## config.mk

```make
export PLATFORM = sky130hd
export DESIGN_NAME = maxpool_window_gen
export DESIGN_NICKNAME = d
export VERILOG_FILES = /design/src/rtl/maxpool_window_gen.sv
export SDC_FILE = /design/constraint.sdc
export NUM_CORES = 1
export LEC_CHECK = 0
export BUFFER_PORTS_ARGS = -buffer_cell sky130_fd_sc_hd__buf_2
export CORE_ASPECT_RATIO = 0.8
export CORE_MARGIN = 4
export CORE_UTILIZATION = 58
export DETAILED_ROUTE_END_ITERATION = 12
export PLACE_DENSITY = 0.89
export SYNTH_ARGS = -nofsm -noshare
export SYNTH_HDL_FRONTEND = slang
export SYNTH_SLANG_ARGS = --single-unit
```

## constraint.sdc

```tcl
create_clock -name clk -period 3.1 [get_ports clk]
set_input_delay 0.465 -clock clk [delete_from_list [all_inputs] [get_ports clk]]
set_output_delay 0.465 -clock clk [all_outputs]
set_load 0.1 [all_outputs]
```

## src/rtl/maxpool_window_gen.sv

```systemverilog
// Streaming K x K window assembler for max_pool2d: takes a raster pixel stream and
// emits non-overlapping windows, packed with element r*K+c at WIDTH*(r*K+c).
module maxpool_window_gen #(
   parameter int K     = 2,
   parameter int WIDTH = 8,
   parameter int IMG_W = 8,
   parameter int IMG_H = 8
) (
   input  logic                   clk,
   input  logic                   rst,
   input  logic                   in_valid,
   output logic                   in_ready,
   input  logic [WIDTH-1:0]       in_pixel,
   output logic                   out_valid,
   input  logic                   out_ready,
   output logic [WIDTH*K*K-1:0]   out_window_flat,
   output logic                   out_last
);

   localparam int CW = (IMG_W > 1) ? $clog2(IMG_W) : 1;
   localparam int RW = (IMG_H > 1) ? $clog2(IMG_H) : 1;
   localparam int BW = $clog2(K);

   logic [CW-1:0]          r_col;
   logic [RW-1:0]          r_row;
   logic [BW-1:0]          r_bandCol;
   logic [BW-1:0]          r_bandRow;
   logic                   r_outValid;
   logic                   r_outLast;
   logic [WIDTH*K*K-1:0]   r_outWindow;
   logic [WIDTH-1:0]       r_lineBuf [K-1][IMG_W];
   logic [WIDTH-1:0]       r_lead [K-1];

   logic                   w_inXfer;
   logic                   w_outXfer;
   logic                   w_lastBandRow;
   logic                   w_lastBandCol;
   logic                   w_complete;
   logic                   w_frameEnd;
   logic [CW-1:0]          w_colBase;
   logic [WIDTH*K*K-1:0]   w_window;

   assign in_ready        = !r_outValid || out_ready;
   assign out_valid       = r_outValid;
   assign out_last        = r_outLast;
   assign out_window_flat = r_outWindow;

   assign w_inXfer      = in_valid && in_ready;
   assign w_outXfer     = r_outValid && out_ready;
   assign w_lastBandRow = (r_bandRow == BW'(K-1));
   assign w_lastBandCol = (r_bandCol == BW'(K-1));
   assign w_complete    = w_inXfer && w_lastBandRow && w_lastBandCol;
   assign w_frameEnd    = (r_row == RW'(IMG_H-1)) && (r_col == CW'(IMG_W-1));
   assign w_colBase     = r_col - CW'(K-1);

   // The bottom-right pixel of the window is the one arriving now, so it bypasses storage.
   always_comb begin
      w_window = '0;
      for (int r = 0; r < K-1; r++) begin
         for (int c = 0; c < K; c++) begin
            w_window[WIDTH*(r*K+c) +: WIDTH] = r_lineBuf[r][w_colBase + CW'(c)];
         end
      end
      for (int c = 0; c < K-1; c++) begin
         w_window[WIDTH*((K-1)*K+c) +: WIDTH] = r_lead[c];
      end
      w_window[WIDTH*(K*K-1) +: WIDTH] = in_pixel;
   end

   always_ff @(posedge clk) begin
      if (rst) begin
         r_col       <= '0;
         r_row       <= '0;
         r_bandCol   <= '0;
         r_bandRow   <= '0;
         r_outValid  <= 1'b0;
         r_outLast   <= 1'b0;
         r_outWindow <= '0;
      end else begin
         if (w_inXfer) begin
            if (r_col == CW'(IMG_W-1)) begin
               r_col     <= '0;
               r_bandCol <= '0;
               if (r_row == RW'(IMG_H-1)) begin
                  r_row     <= '0;
                  r_bandRow <= '0;
               end else begin
                  r_row     <= r_row + RW'(1);
                  r_bandRow <= w_lastBandRow ? '0 : r_bandRow + BW'(1);
               end
            end else begin
               r_col     <= r_col + CW'(1);
               r_bandCol <= w_lastBandCol ? '0 : r_bandCol + BW'(1);
            end
         end
         // A new window takes priority over a pop so back-to-back windows never bubble.
         if (w_complete) begin
            r_outValid  <= 1'b1;
            r_outLast   <= w_frameEnd;
            r_outWindow <= w_window;
         end else if (w_outXfer) begin
            r_outValid  <= 1'b0;
            r_outLast   <= 1'b0;
         end
      end
   end

   // Pixel storage carries no reset; stale contents are always overwritten before use.
   always_ff @(posedge clk) begin
      if (w_inXfer) begin
         for (int r = 0; r < K-1; r++) begin
            if (r_bandRow == BW'(r)) begin
               r_lineBuf[r][r_col] <= in_pixel;
            end
         end
         for (int c = 0; c < K-1; c++) begin
            if (w_lastBandRow && (r_bandCol == BW'(c))) begin
               r_lead[c] <= in_pixel;
            end
         end
      end
   end

endmodule

```

==> metrics, run 1 <==
grt total ovfl 0; Lkg Pwr 2.17 nW; WP buf/inv 2; Avg Synthesized Cell Area ~14 um^2; most frequent cells in the layout edfxtp_1, nand2_1, buf_2, dfxtp_1, nor2_1; die span in y roughly 89 um; Routed WL about 12000 um; synth warn 0; Final period util between 70 and 80%; post-CTS setup buffer count 0; vias in the first global route around 3300; Worst setup SP type flip-flop; final setup TNS 0 ps; # setup viols final 0; WS Path Type reg2reg; Post-Place Cells 492; placed cell areas between 0.005 and 0.006 mm^2; synthesized instance count about 340; HPWL Detailed between 7000 and 8000 um; HP Start in_pixel[6]; IO Port Bufs 46; post-synthesis cell area ~0.0048 mm^2; Max Cap Viol 0; Worst Hold Class in2reg; first-pass GRT wire length about 18000 um; clk_lat worst skew 530 ps; worst slack, placed roughly 700 ps; hold-fix buffers at CTS 0; Worst EP required approximately 3500 ps; Slew HR between 30% and 40%; crit path max fanout 15; post-CTS resize count 0; crit path DAT roughly 2900 ps; reg2reg end out_window_flat[7]; cell count of the worst hold path 1; crit-path cells inv_1, ha_1, xor2_4, buf_4, mux2i_1, a221o_1, a211oi_2; CP delay by family, top compound AO/OA/AOI/OAI gates; non-filler cells, final about 520; Max Fclk 410 MHz; ant diodes 0; r2r setup slk ~660 ps; First-pass DRT Iterations 6; hold_ws ~240 ps; post-synth net total 360; Iter 0 DRT Violations approximately 380; largest net degree at the start of global routing 43; clock-pin slew on the worst setup and hold paths ~60 ps; die area 0.00980 mm^2; DRC violations left 0; Worst Tran Pin Value just over 900 ps; R2R cell count 7; initial core utilization between 60% and 70%; # rows 29; Clock Skews 8.16 ps; GRT Util Overall a little over a quarter; outcome finished, final reports clean; Yosys reg bits roughly 110; via count about 3300; clock tree from TritonCTS done; Clock Path Buffers 2; Final Hold Viols 0; core footprint between 0.007 and 0.008 mm^2; RSZ-0062 raised after global routing no; H-tree levels 4; width of the die between 100 and 150 um; Max VDD drop around 0.53 mV; CTS sink cnt about 110; vias per inst around 6.4; Nets 420; clock root buffer clkbuf_8; RR Startpoint r_col[1]; CP endpoint kind flip-flop; Power Density between 600 and 700 mW/mm^2; Post-Layout Inst Area approximately 0.0058 mm^2; number of antenna violations at the first check in global routing 0; CP max-delay cell xor2_4; Setup WS post-layout 663 ps; GP Congestion around 0.80; minimum clock period between 2000 and 2500 ps; Pins Over Slew Limit 0; synth unique cells 30; Worst Hold Endpoint r_lineBuf[0][46]; register area share after synthesis between 60% and 70%; share of layout cells above drive strength 1 between 20% and 30%; leading cell type in the layout, fill and taps excluded edfxtp_1; drt wl/cell around 23 um; Area growth syn-to-layout 19.9%; TritonCTS buffer count 17; I/O Pins 47; Largest stage delay, worst path approximately 540 ps; post-route ant nets 0
synth_stat cells (all sizes together):
library cell	count	area (um^2)
nand4	2	12.5
mux4	24	571
a221o	8	80.1
or3	5	31.3
ha	5	62.6
and2	2	12.5
or4	1	7.51
mux2i	19	190
nor2	27	101
nor3	12	60.1
nand2b	1	6.26
xor2	1	27.5
a211oi	8	100
edfxtp	72	2160
nand2	49	184
dfxtp	42	841
o22ai	8	50.1
buf	11	81.3
clkbuf	10	37.5
inv	5	18.8
nor2b	1	6.26
nor3b	1	7.51
nand3	5	25.0
a21oi	24	120
power by group:
group	leakage [nW]	internal (W)	total, W	switching, W
registers	0.992	0.00163	0.00165	0.0000128
logic	0.892	0.000108	0.000235	0.000127
clock network	0.285	0.00111	0.00187	0.000763
total	2.17	0.00285	0.00375	0.000902
worst reg2reg max path: stages (launching register included):
cell      delay [ps]
dfxtp_1          450
inv_1            100
ha_1             250
xor2_4           540
buf_4            310
mux2i_1          100
a221o_1          360
a211oi_2         230
per-layer routing:
layer | vias up | global-route usage, % | part of all wire (%)
met5 | - | 0 | 0
met4 | 0 | 11.1 | 3.4
met3 | 56 | 8.38 | 9.5
met2 | 226 | 45.3 | 51
met1 | 1625 | 31.9 | 36
li1 | 1430 | - | -
registers in the layout, summed over array words and instances, names as in the netlist:
register         cells
r_lead               8
out_last             1
r_col                3
out_valid            1
out_window_flat     32
r_bandRow            1
r_row                3
r_lineBuf           64
r_bandCol            1
cell type report:
| cell class | count | area, um^2 |
|---|---|---|
| Fill cell | 468 | 2230 |
| Tap cell | 108 | 135 |
| Inverter | 5 | 18.8 |
| Clock inverter | 14 | 143 |
| Multi-Input combinational cell | 203 | 1660 |
| Clock buffer | 18 | 428 |
| Timing Repair Buffer | 62 | 363 |
| Sequential cell | 114 | 3000 |
per-stage QoR:
stage	utilization (%)	total power, W
final	72.0	0.00375
after global routing	72.0	0.00384
after CTS	72.0	0.00375
after detailed placement	64.9	0.00190
after global placement	64.9	0.00189
after floorplan	-	0.00185
worst max path at each step:
stage | start | to | slack [ps] | cells past startpoint
2_1_floorplan | out_valid | r_lineBuf[0][48] | 130 | 5
3_3_place_gp | r_col[1] | out_window_flat[6] | 840 | 6
3_5_place_dp | r_col[1] | out_window_flat[3] | 710 | 6
4_1_cts | r_col[1] | out_window_flat[5] | 670 | 6
5_1_grt | r_col[1] | out_window_flat[13] | 560 | 6
6_report | r_col[1] | out_window_flat[7] | 660 | 7
kinds of logic after synthesis:
family / after synthesis / share of synthesized area, %
AND/OR/NAND/NOR: 106 / 9.47
buffers and inverters: 26 / 2.87
XOR/XNOR: 1 / 0.574
adder cells (fa/ha/maj): 5 / 1.30
AO/OA/AOI/OAI: 48 / 7.31
flip-flops: 114 / 62.6
multiplexers: 43 / 15.9
No activity file was read; power rests on OpenSTA's default activity.
==> inputs of run 2 (changes only) <==
Settings changed: CORE_UTILIZATION 58 to 53, PLACE_DENSITY 0.89 to 0.87.
Clock period 3.1 ns to 2.1 ns, I/O delays scaled along.
==> metrics, run 2 (synthesized netlist as in run 1, its figures left out) <==
Worst setup SP type flip-flop (unchanged); ant diodes 0 (unchanged); number of antenna violations at the first check in global routing 0 (unchanged); Slew HR 65.6% (was 38.7%); Post-Layout Inst Area 0.00589 mm^2 (was 0.00575 mm^2); Worst Hold Class in2reg (unchanged); worst slack, placed 58.4 ps (was 708 ps); Lkg Pwr 2.19 nW (was 2.17 nW); Nets 427 (was 420); grt total ovfl 0 (unchanged); Max Cap Viol 0 (unchanged); Largest register FFs 64 (unchanged); minimum clock period 1970 ps (was 2440 ps); HP Start in_pixel[7] (was in_pixel[6]); die span in y 93.1 um (was 89.3 um); Final Hold Viols 0 (unchanged); CP startpoint out_valid (was r_col[1]); crit path max fanout 10 (was 15); Clock Power Share 46.4% (was 49.9%); width of the die 114 um (was 110 um); TritonCTS buffer count 17 (unchanged); DRC violations left 0 (unchanged); WS Path Type reg2reg (unchanged); IO Port Bufs 46 (unchanged); Area growth syn-to-layout 22.8% (was 19.9%); clk_lat worst skew 410 ps (was 530 ps); die area 0.0106 mm^2 (was 0.00980 mm^2); First-pass DRT Iterations 5 (was 6); Iter 0 DRT Violations 320 (was 381); most frequent cells in the layout edfxtp_1, nand2_1, buf_2, dfxtp_1, a21oi_1 (was edfxtp_1, nand2_1, buf_2, dfxtp_1, nor2_1); CTS sink cnt 114 (unchanged); # rows 30 (was 29); drt wl/cell 21.6 um (was 23.4 um); Final period util 94.0% (was 78.6%); GRT Util Overall 23.3% (was 26.7%); Logic pwr share 7.2% (was 6.3%); post-route ant nets 0 (unchanged); RSZ-0062 raised after global routing no (unchanged); Setup WS post-layout 126 ps (was 663 ps); initial core utilization 55.6% (was 60.1%); largest net degree at the start of global routing 28 (was 43); Clock Path Buffers 2 (unchanged); Net Sw Frac 22.2% (was 24.0%); first-pass GRT wire length 17700 um (was 18500 um); Int Power 0.00407 W (was 0.00285 W); outcome finished, final reports clean (unchanged); hold_ws 224 ps (was 238 ps); CP endpoint kind flip-flop (unchanged); Worst EP required 2150 ps (was 3530 ps); placed cell areas 0.00537 mm^2 (was 0.00518 mm^2); Clock Skews 11.0 ps (was 8.16 ps); Top reg by flops r_lineBuf (unchanged); share of layout cells above drive strength 1 31.4% (was 29.1%); clock tree from TritonCTS done (unchanged); clock-pin slew on the worst setup and hold paths 50 ps (was 60 ps); via count 3264 (was 3337); Net Sw Power 0.00116 W (was 0.000902 W); Worst Tran Pin Value 519 ps (was 919 ps); hold-fix buffers at CTS 0 (unchanged); Routed WL 11500 um (was 12300 um); HPWL Detailed 7510 um (was 7130 um); Reg power frac 46.4% (was 43.8%); Max Fclk 507 MHz (was 410 MHz); crit path DAT 2020 ps (was 2860 ps); Max VDD drop 0.615 mV (was 0.525 mV); r2r setup slk 130 ps (was 660 ps); H-tree levels 4 (unchanged); Pins Over Slew Limit 0 (unchanged); leading cell type in the layout, fill and taps excluded edfxtp_1 (unchanged); vias in the first global route 3198 (was 3274); vias per inst 6.10 (was 6.37); final setup TNS 0 ps (unchanged); GP Congestion 0.857 (was 0.798); core footprint 0.00863 mm^2 (was 0.00798 mm^2); Power Density 888 mW/mm^2 (was 653 mW/mm^2); clock root buffer clkbuf_16 (was clkbuf_8); I/O Pins 47 (unchanged); RR Startpoint out_valid (was r_col[1]); # setup viols final 0 (unchanged)
[run 2: final timing paths]
path,end,cells past startpoint
setup / recovery,r_lineBuf[0][56],5
hold / removal,r_lineBuf[0][63],1
setup reg to reg,r_lineBuf[0][56],5
hold reg to reg,out_window_flat[24],2
[run 2: worst max-delay path, stage by stage (launching register included)]
cell and delay (ps):
dfxtp_4 340, nor2b_4 130, bufinv_8 210, nand2_2 100, or3_4 390, nor3_4 450
[run 2: cell type report]
type,instances,area [um^2]
fillers,567,2740
repair buffers,69,490
clock inverters,12,68.8
well taps,112,140
flip-flops and latches,114,3010
clock buffers,20,437
inverters,5,32.5
multi-input cells,203,1720
[run 2: metrics by stage]
stage                     util (%)  cells  total power, W
after CTS                     68.0    534         0.00526
after global routing          68.2    535         0.00540
after detailed placement      62.1    502         0.00284
final                         68.2    535         0.00523
after global placement        62.1    502         0.00282
after floorplan                  -    343         0.00274
[run 2: what timing repair did]
item                                   in CTS  in global routing
endpoints found under the hold margin       0                  0
setup endpoints to repair                   0                  8
resized for setup                           0                  0
setup buffers                               0                  1
[run 2: layer usage]
metal	vias to the layer above	global-route usage [%]	share of wire (%)
met1	1609	29.0	38
met4	0	12.2	2.7
li1	1442	-	-
met3	27	6.27	8.6
met5	-	0	0
met2	186	37.2	51
[run 2: power groups by stage]
stage | sequential (W) | clock, W | combinational, W
after floorplan | 0.00247 | 0 | 0.000273
after global placement | 0.00247 | 0 | 0.000351
after detailed placement | 0.00247 | 0 | 0.000369
after CTS | 0.00243 | 0.00246 | 0.000370
after global routing | 0.00243 | 0.00257 | 0.000401
final | 0.00243 | 0.00243 | 0.000374
==> inputs of run 3 (changes only) <==
Settings changed: RECOVER_POWER from default to 50.
==> metrics, run 3 (synthesized netlist as in run 1, its figures left out) <==
Largest register FFs 64 (unchanged); DRC violations left 0 (unchanged); Core Util, Final 68.1% (was 68.2%); crit path max fanout 10 (unchanged); H-tree levels 4 (unchanged); First-pass DRT Iterations 5 (unchanged); Post-Place Cells 502 (unchanged); clock-pin slew on the worst setup and hold paths 50 ps (about the same); Worst Tran Pin Value 829 ps (was 519 ps); first-pass GRT wire length 17700 um (unchanged); clock tree from TritonCTS done (unchanged); most frequent cells in the layout edfxtp_1, nand2_1, dfxtp_1, clkbuf_2, a21oi_1 (was edfxtp_1, nand2_1, buf_2, dfxtp_1, a21oi_1); GRT Util Overall 23.3% (unchanged); minimum clock period 1980 ps (was 1970 ps); RSZ-0062 raised after global routing no (unchanged); share of layout cells above drive strength 1 29.3% (was 31.4%); TritonCTS buffer count 17 (unchanged); Routed WL 11500 um (about the same); Clock Path Buffers 2 (unchanged); Worst EP required 2150 ps (about the same); # setup viols final 0 (unchanged); number of antenna violations at the first check in global routing 0 (unchanged); die span in y 93.1 um (unchanged); final setup TNS 0 ps (unchanged); ant diodes 0 (unchanged); CTS sink cnt 114 (unchanged); Fillers 574 (was 567); vias per inst 6.10 (about the same); leading cell type in the layout, fill and taps excluded edfxtp_1 (unchanged); Nets 427 (unchanged); Post-Layout Inst Area 0.00588 mm^2 (was 0.00589 mm^2); grt total ovfl 0 (unchanged); core footprint 0.00863 mm^2 (unchanged); HPWL Detailed 7510 um (unchanged); die area 0.0106 mm^2 (unchanged); initial core utilization 55.6% (unchanged); post-route ant nets 0 (unchanged); post-CTS resize count 0 (unchanged); WS Path Type reg2reg (unchanged); non-filler cells, final 535 (unchanged); vias in the first global route 3198 (unchanged); # rows 30 (unchanged); IO Port Bufs 46 (unchanged); Iter 0 DRT Violations 346 (was 320); Final Hold Viols 0 (unchanged); area of the multi-input gates 0.00172 mm^2 (unchanged); Setup WS post-layout 117 ps (was 126 ps); clock root buffer clkbuf_16 (unchanged); Area growth syn-to-layout 22.5% (was 22.8%); crit path DAT 2030 ps (was 2020 ps); placed cell areas 0.00537 mm^2 (unchanged); via count 3262 (was 3264); Slew HR 44.7% (was 65.6%); Lkg Pwr 2.13 nW (was 2.19 nW); Top reg by flops r_lineBuf (unchanged); outcome finished, final reports clean (unchanged); CP endpoint kind flip-flop (unchanged); Max VDD drop 0.622 mV (was 0.615 mV); Worst setup SP type flip-flop (unchanged); clk_lat worst skew 410 ps (about the same); Power Density 891 mW/mm^2 (was 888 mW/mm^2); drt wl/cell 21.6 um (about the same); Max Fclk 504 MHz (was 507 MHz); Max Cap Viol 0 (unchanged); Storage cell area 0.00301 mm^2 (unchanged); largest net degree at the start of global routing 28 (unchanged); Final period util 94.4% (was 94.0%); worst slack, placed 58.4 ps (unchanged); Clock Skews 8.12 ps (was 11.0 ps); I/O Pins 47 (unchanged); width of the die 114 um (unchanged); Pins Over Slew Limit 0 (unchanged); Worst Hold Class in2reg (unchanged); GP Congestion 0.857 (unchanged)
-- run 3: changes by cell type in the layout (fill, tap and decap cells not counted), sizes merged --
cell,before,now
buf,69,29
clkbuf,20,60
-- run 3: per-layer routing --
layer / GRT usage (%) / share of wire, %
met3: 6.27 / 8.3
met4: 12.2 / 2.8
met1: 29.0 / 38
met5: 0 / 0
met2: 37.2 / 51
-- run 3: through the flow --
stage | total power (W) | hold WS (ps)
after global placement | 0.00282 | 440
after global routing | 0.00540 | 279
after detailed placement | 0.00284 | 445
after CTS | 0.00526 | 201
final | 0.00524 | 252
after floorplan | 0.00274 | 414
-- run 3: repair_timing --
item                       4_1_cts  5_1_grt
setup endpoints to repair        0        8
buffers inserted                 0        1
hold buffers                     0        0
-- run 3: worst paths after layout --
kind                         endpoint  cells after the start                 from  slack [ps]
setup / recovery     r_lineBuf[0][56]                      5            out_valid         120
hold / removal               out_last                      4            out_ready         250
setup reg to reg     r_lineBuf[0][56]                      5            out_valid         120
hold reg to reg   out_window_flat[24]                      2  out_window_flat[24]         450
-- run 3: cell type report --
type / count / area share (%)
multi-input cells: 203 / 29.2
clock buffers: 20 / 7.43
repair buffers: 69 / 8.11
inverters: 5 / 0.554
well taps: 112 / 2.38
clock inverters: 12 / 1.17
flip-flops and latches: 114 / 51.2
-- run 3: worst max-delay path, stage by stage, from the launching register on --
cell      delay [ps]
dfxtp_4          340
nor2b_4          130
bufinv_8         210
nand2_2          100
or3_4            390
nor3_4           450
-- run 3: report_power, final --
| part | internal (W) | leakage, nW | switching, W |
|---|---|---|---|
| clock network | 0.00148 | 0.237 | 0.000957 |
| registers | 0.00241 | 0.993 | 0.0000168 |
| logic | 0.000178 | 0.900 | 0.000195 |
